--- config.mk ---
export PLATFORM = sky130hd
export DESIGN_NAME = seq_multiplier_flat
export DESIGN_NICKNAME = d
export VERILOG_FILES = /design/src/rtl/mult_pkg.sv /design/src/rtl/seq_multiplier_if.sv /design/src/rtl/shift_add_datapath.sv /design/src/rtl/seq_multiplier.sv /design/src/flat_wrapper.sv
export SDC_FILE = /design/constraint.sdc
export NUM_CORES = 1
export LEC_CHECK = 0
export BUFFER_PORTS_ARGS = -buffer_cell sky130_fd_sc_hd__buf_2
export CAP_MARGIN = 20
export CORE_MARGIN = 2
export CORE_UTILIZATION = 45
export CTS_CLUSTER_DIAMETER = 60
export DETAILED_ROUTE_END_ITERATION = 6
export GPL_TIMING_DRIVEN = 0
export PLACE_DENSITY = 0.7
export SYNTH_ARGS = -nofsm -noshare
export SYNTH_HDL_FRONTEND = slang
export SYNTH_HIERARCHICAL = 1
export SYNTH_SLANG_ARGS = --single-unit
export TNS_END_PERCENT = 5
--- constraint.sdc ---
create_clock -name clk -period 5.2 [get_ports clk]
set_clock_uncertainty 0.15 [all_clocks]
set_input_delay 0.26 -clock clk [delete_from_list [all_inputs] [get_ports clk]]
set_output_delay 0.26 -clock clk [all_outputs]
set_load 0.005 [all_outputs]
--- src/rtl/mult_pkg.sv ---
// mult_pkg: state encoding and default width shared by the sequential multiplier.
package mult_pkg;
    localparam int N_DEFAULT = 32;
    localparam logic [1:0] ST_IDLE = 2'b00;
    localparam logic [1:0] ST_RUN  = 2'b01;
    localparam logic [1:0] ST_DONE = 2'b10;
    typedef enum logic [1:0] {IDLE = ST_IDLE, RUN = ST_RUN, DONE = ST_DONE} state_t;
endpackage

--- src/rtl/seq_multiplier_if.sv ---
// seq_multiplier_if: start/busy/done handshake, operands and product of the multiplier.
interface seq_multiplier_if import mult_pkg::*; #(parameter int N = N_DEFAULT);
    logic           start;
    logic [N-1:0]   a;
    logic [N-1:0]   b;
    logic           busy;
    logic           done;
    logic [2*N-1:0] product;
    modport master (output start, a, b, input busy, done, product);
    modport slave (input start, a, b, output busy, done, product);
endinterface

--- src/rtl/shift_add_datapath.sv ---
// shift_add_datapath: acc/multiplier shift register, multiplicand register, one adder and counter.
module shift_add_datapath import mult_pkg::*; #(
    parameter int N  = N_DEFAULT,
    parameter int CW = $clog2(N) + 1
) (
    input  logic           clk,
    input  logic           rst_n,
    input  logic           i_load,
    input  logic           i_step,
    input  logic [N-1:0]   i_a,
    input  logic [N-1:0]   i_b,
    output logic           o_last,
    output logic [2*N-1:0] o_result
);
    logic [N-1:0]   r_acc;
    logic [N-1:0]   r_mplr;
    logic [N-1:0]   r_mcand;
    logic [CW-1:0]  r_cnt;
    logic [N:0]     w_sum;
    logic [2*N-1:0] w_shift;
    // The adder carry becomes the top bit of the shifted accumulator.
    always_comb begin
        w_sum   = {1'b0, r_acc} + (r_mplr[0] ? {1'b0, r_mcand} : '0);
        w_shift = {w_sum, r_mplr[N-1:1]};
    end
    assign o_last   = r_cnt == CW'(N - 1);
    assign o_result = w_shift;
    always_ff @(posedge clk or negedge rst_n) begin
        if (!rst_n) begin
            r_acc   <= '0;
            r_mplr  <= '0;
            r_mcand <= '0;
            r_cnt   <= '0;
        end else if (i_load) begin
            r_acc   <= '0;
            r_mplr  <= i_b;
            r_mcand <= i_a;
            r_cnt   <= '0;
        end else if (i_step) begin
            r_acc   <= w_shift[2*N-1:N];
            r_mplr  <= w_shift[N-1:0];
            r_cnt   <= r_cnt + CW'(1);
        end
    end
endmodule

--- src/rtl/seq_multiplier.sv ---
// seq_multiplier: multi-cycle unsigned shift-add multiplier with start/busy/done handshake.
module seq_multiplier import mult_pkg::*; #(
    parameter int N  = N_DEFAULT,
    parameter int CW = $clog2(N) + 1
) (
    input  logic           clk,
    input  logic           rst_n,
    seq_multiplier_if.slave bus
);
    state_t         r_state;
    state_t         w_next;
    logic           w_load;
    logic           w_step;
    logic           w_last;
    logic [2*N-1:0] w_result;
    logic [2*N-1:0] r_product;
    shift_add_datapath #(.N(N), .CW(CW)) u_dp (
        .clk(clk),
        .rst_n(rst_n),
        .i_load(w_load),
        .i_step(w_step),
        .i_a(bus.a),
        .i_b(bus.b),
        .o_last(w_last),
        .o_result(w_result)
    );
    always_ff @(posedge clk or negedge rst_n) begin
        if (!rst_n) r_state <= IDLE;
        else r_state <= w_next;
    end
    // DONE accepts start like IDLE so back-to-back operations lose no cycle.
    always_comb begin
        w_load = 1'b0;
        w_step = 1'b0;
        w_next = IDLE;
        case (r_state)
            IDLE, DONE: begin
                w_load = bus.start;
                w_next = bus.start ? RUN : IDLE;
            end
            RUN: begin
                w_step = 1'b1;
                w_next = w_last ? DONE : RUN;
            end
            default: w_next = IDLE;
        endcase
    end
    always_ff @(posedge clk or negedge rst_n) begin
        if (!rst_n) r_product <= '0;
        else if (w_step && w_last) r_product <= w_result;
    end
    assign bus.busy    = r_state == RUN;
    assign bus.done    = r_state == DONE;
    assign bus.product = r_product;
endmodule

--- src/flat_wrapper.sv ---
// flat-port wrapper written by rule: the top's interface ports become plain ports
module seq_multiplier_flat import mult_pkg::*;
#(
    parameter int N  = N_DEFAULT,
    parameter int CW = $clog2(N) + 1
)
  (clk, rst_n, bus_start, bus_a, bus_b, bus_busy, bus_done, bus_product);
  seq_multiplier_if #(.N(N)) bus_i ();
  input  logic clk;
  input  logic rst_n;
  input wire logic [$bits(bus_i.start)-1:0] bus_start;
  input wire logic [$bits(bus_i.a)-1:0] bus_a;
  input wire logic [$bits(bus_i.b)-1:0] bus_b;
  output wire logic [$bits(bus_i.busy)-1:0] bus_busy;
  output wire logic [$bits(bus_i.done)-1:0] bus_done;
  output wire logic [$bits(bus_i.product)-1:0] bus_product;
  assign bus_i.start = bus_start;
  assign bus_i.a = bus_a;
  assign bus_i.b = bus_b;
  assign bus_busy = bus_i.busy;
  assign bus_done = bus_i.done;
  assign bus_product = bus_i.product;
  seq_multiplier #(.N(N), .CW(CW)) u_core (.clk(clk), .rst_n(rst_n), .bus(bus_i));
endmodule
==> summary.txt <==
Floorplanning
  – Total die area: approximately 23000 um2
  – Die Width: approximately 150 um
  – Rows: 53
  – Die Y-Extent: about 150 um
  – Initial Util: 45.8%
  – Core area: about 21000 um2
  – I/O pin cnt: between 100 and 150

Cells and area
  – FF/Latch Area: 4200 um2
  – Filler cells: between 1500 and 2000
  – Post-route cell area: around 12000 um2
  – Share of layout cells above drive strength 1: approximately 30%
  – Synthesis-to-layout area growth: 23.8%
  – Post-Layout Cell Count: ~1400
  – Area of the multi-input gates: between 4000 and 5000 um2
  – Fin nets: 1193
  – Antenna cells: 0

GRT
  – Largest net degree at the start of global routing: roughly 120
  – Total Routing Usage GR: a little over a fifth
  – Grt total ovfl: 0
  – First-pass GRT wire length: around 38 mm
  – Vias in the first global route: about 7400
  – Antenna violations before repair: 0

Worst hold path
  – Hold Path Class: in -> async

Detailed routing
  – DRC: 8
  – Total routed wirelength: ~24 mm
  – Pre-antenna DRT Iters: 7
  – Wire length per cell: between 15 and 20 um
  – Final ANT Viol Nets: 0
  – Vias per cell: between 5 and 6
  – Via count: between 7000 and 8000
  – Initial drt markers: around 450

Setup path
  – CP Max Fanout: 10
  – Crit path from: u_core/u_dp/r_mplr[0]
  – Slowest cell on the critical path: dfrtp_1
  – R2R cell count: 11
  – Max stage delay on crit path: 0.46 ns
  – Worst Path Class, Setup: reg -> reg
  – Worst path cell trace: clkbuf_1, nand2_1, fa_1, nand2b_1, a21o_1, a21o_1, a2111oi_4, nor2_2, o31ai_1, xor2_1, mux2_2
  – Worst reg2reg startpoint: u_core/u_dp/r_mplr[0]
  – Most frequent CP cell: a21o_1
  – R2r endpoint: u_core/bus.product[61]
  – Req. time, crit path: between 5 and 6 ns
  – Startpoint Class: register
  – CP Capture Type: register
  – End of the critical path: u_core/bus.product[61]
  – Worst EP arrival: approximately 3.8 ns
  – Worst reg2reg setup slack: ~1.5 ns

Flow run
  – Max_cap viols: 0

Synthesis
  – Synth unique cells: 65
  – Synthesized net count: around 980
  – Largest area contributor in the netlist: dfrtp_1
  – EDFF count, synth: 0
  – Seq cells post-synth: between 150 and 200
  – Synth area leaders: dfrtp_1, mux2_4, mux2_2
  – Avg Inst Size Synth: between 10 and 15 um2
  – Main synth FF type: dfrtp_1
  – Register area share after synthesis: 43.7%
  – Async set or reset register ratio after synthesis: 100%
  – Post-Syn Area: roughly 9600 um2
  – Gate Count Post-Synth: between 800 and 900
  – Post-synth top area share: 43.7%
  – Yosys warnings: 6

Clock network
  – Post-CTS setup buffers: 0
  – TritonCTS clock tree: yes
  – Hold-fix buffers, CTS: between 60 and 70
  – Total CTS buffers: 17
  – Worst-Skew Late Latency: around 0.43 ns
  – Clock Path Buffers: 2
  – H-Tree Depth: 4
  – Root buf cell: clkbuf_16
  – CTS sink cnt: 168
  – Clock-pin slew on the worst setup and hold paths: 0.07 ns
  – CTS resizes: 0

Placed design
  – Placed Instances: 1283
  – Pre-CTS WS: 1.51 ns
  – Area after DPL: ~11000 um2
  – RePlAce Congestion: around 0.9
  – Dpl hpwl: between 15 and 20 mm
  – Count of input and output buffers: about 130

Timing
  – Max_slew headroom: a little over two fifths
  – Minimum clock period: roughly 3.7 ns
  – Setup tns final: 0 ns
  – Max Fclk: between 200 and 300 MHz
  – RSZ-0062 raised after global routing: false
  – Setup WS post-layout: about 1.5 ns
  – Actual slew at the worst max-slew pin: between 0.8 and 0.9 ns
  – Count of final max-slew check failures: 0
  – Tcrit/Tclk final: roughly 70%
  – Final Hold Fails: 0
  – Final Setup Violations: 0

Pwr
  – Pint: between 4 and 5 mW
  – PwrDens: 614 nW/um2
  – Comb power frac: ~52%
  – Static Leak: between 6 and 7 nW
  – Clock share of power: ~18%
  – Total Power: approximately 7.3 mW
  – Part of the power in registers: 30.3%
  – Switch share: 39.5%
  – Switching pwr: between 2 and 3 mW
  – Maximum VDD drop: ~260 uV

Outcome
  – Run status: finished with violations
  – Failing checks: DRC
power groups by stage:
stage | combinational [mW] | clock (mW) | sequential (mW)
floorplan | 2.85 | 0 | 2.16
global placement | 3.64 | 0 | 2.21
detailed placement | 3.72 | 0 | 2.23
CTS | 3.79 | 1.33 | 2.21
global route | 4.20 | 1.38 | 2.29
finish | 3.80 | 1.30 | 2.21
through the flow:
step | util [%] | hold WS (ns)
floorplan | - | -0.186
global placement | 50.5 | 0.325
detailed placement | 50.7 | 0.0538
CTS | 56.7 | 0.168
global route | 56.7 | 0.172
finish | 56.7 | 0.177
metal layers:
layer | up-vias | track usage (%) | wire length (um)
met5 | - | 0 | 0
met4 | 0 | 5.14 | 316
met3 | 29 | 3.97 | 1240
met2 | 214 | 36.4 | 11600
met1 | 3505 | 28.7 | 10600
li1 | 3516 | - | -
area by class of cell:
| class | instances | area share (%) |
|---|---|---|
| multi-input combinational | 608 | 39.9 |
| sequential | 168 | 35.3 |
| timing repair buffer | 198 | 11.3 |
| buffer | 85 | 5.15 |
| clock buffer | 17 | 3.57 |
| tap | 275 | 2.89 |
| clock inverter | 15 | 1.45 |
| inverter | 14 | 0.441 |
flip-flops by register name, indices dropped and copies added, names as in the netlist:
signal	cells
u_core/bus.product	64
u_core/u_dp/r_acc	32
u_core/u_dp/r_mcand	32
u_core/u_dp/r_mplr	32
u_core/u_dp/r_cnt	6
u_core/r_state	2
worst min path at each step:
stage               slack (ns)                     end      start
finish                    0.18  u_core/bus.product[25]      rst_n
global route              0.17       u_core/r_state[0]  bus_start
CTS                       0.17       u_core/r_state[0]  bus_start
detailed placement        0.05  u_core/bus.product[25]      rst_n
global placement          0.32  u_core/u_dp/r_mplr[30]  bus_b[30]
floorplan                -0.19   u_core/bus.product[0]      rst_n
worst max-delay path, delay by kind of cell (launching register included):
kind / cells / cell delay, ns
compound gates: 4 / 1.18
buf+inv: 1 / 0.38
mux: 1 / 0.28
simple gates: 3 / 0.53
flops: 1 / 0.46
xor+xnor: 1 / 0.15
fa+ha+maj: 1 / 0.45
placed cells by master (no fill, tap or decap), types with 7 or more instances in the layout:
cell           count
nand3_1            9
clkbuf_1          26
mux2_2            47
mux2_4            49
and2_1            33
mux2i_1           44
dfrtp_1          168
clkbuf_8           7
buf_2            133
a21o_1            21
xor2_1            13
o21a_1            12
ha_1              33
nand4_1           14
nand2_1           73
nand2b_1           7
buf_6             12
nor2_1            52
xnor2_1           17
inv_1             14
dlygate4sd3_1     65
clkbuf_16         17
o211ai_1          10
buf_4             33
o21ai_0           50
nor2b_1            7
a21oi_1           34
cells in the mapped netlist (13+ instances only):
cell type	n
and2_1	33
mux2_2	47
o21ai_0	50
nor2_1	52
dfrtp_1	168
a21o_1	21
nand2_1	73
buf_4	33
xnor2_1	17
inv_1	14
mux2_4	49
a21oi_1	34
clkbuf_1	26
xor2_1	13
ha_1	33
mux2i_1	44
nand4_1	14
cells by family after synthesis:
group                    after synthesis  share of synthesized area (%)
AO/OA/AOI/OAI                        178                           12.8
XOR/XNOR                              30                           2.73
adder cells (fa/ha/maj)               34                           4.50
buffers and inverters                 99                           6.92
flip-flops                           168                           43.7
multiplexers                         140                           17.7
AND/OR/NAND/NOR                      226                           11.6
No activity file was read; power rests on OpenSTA's default activity.
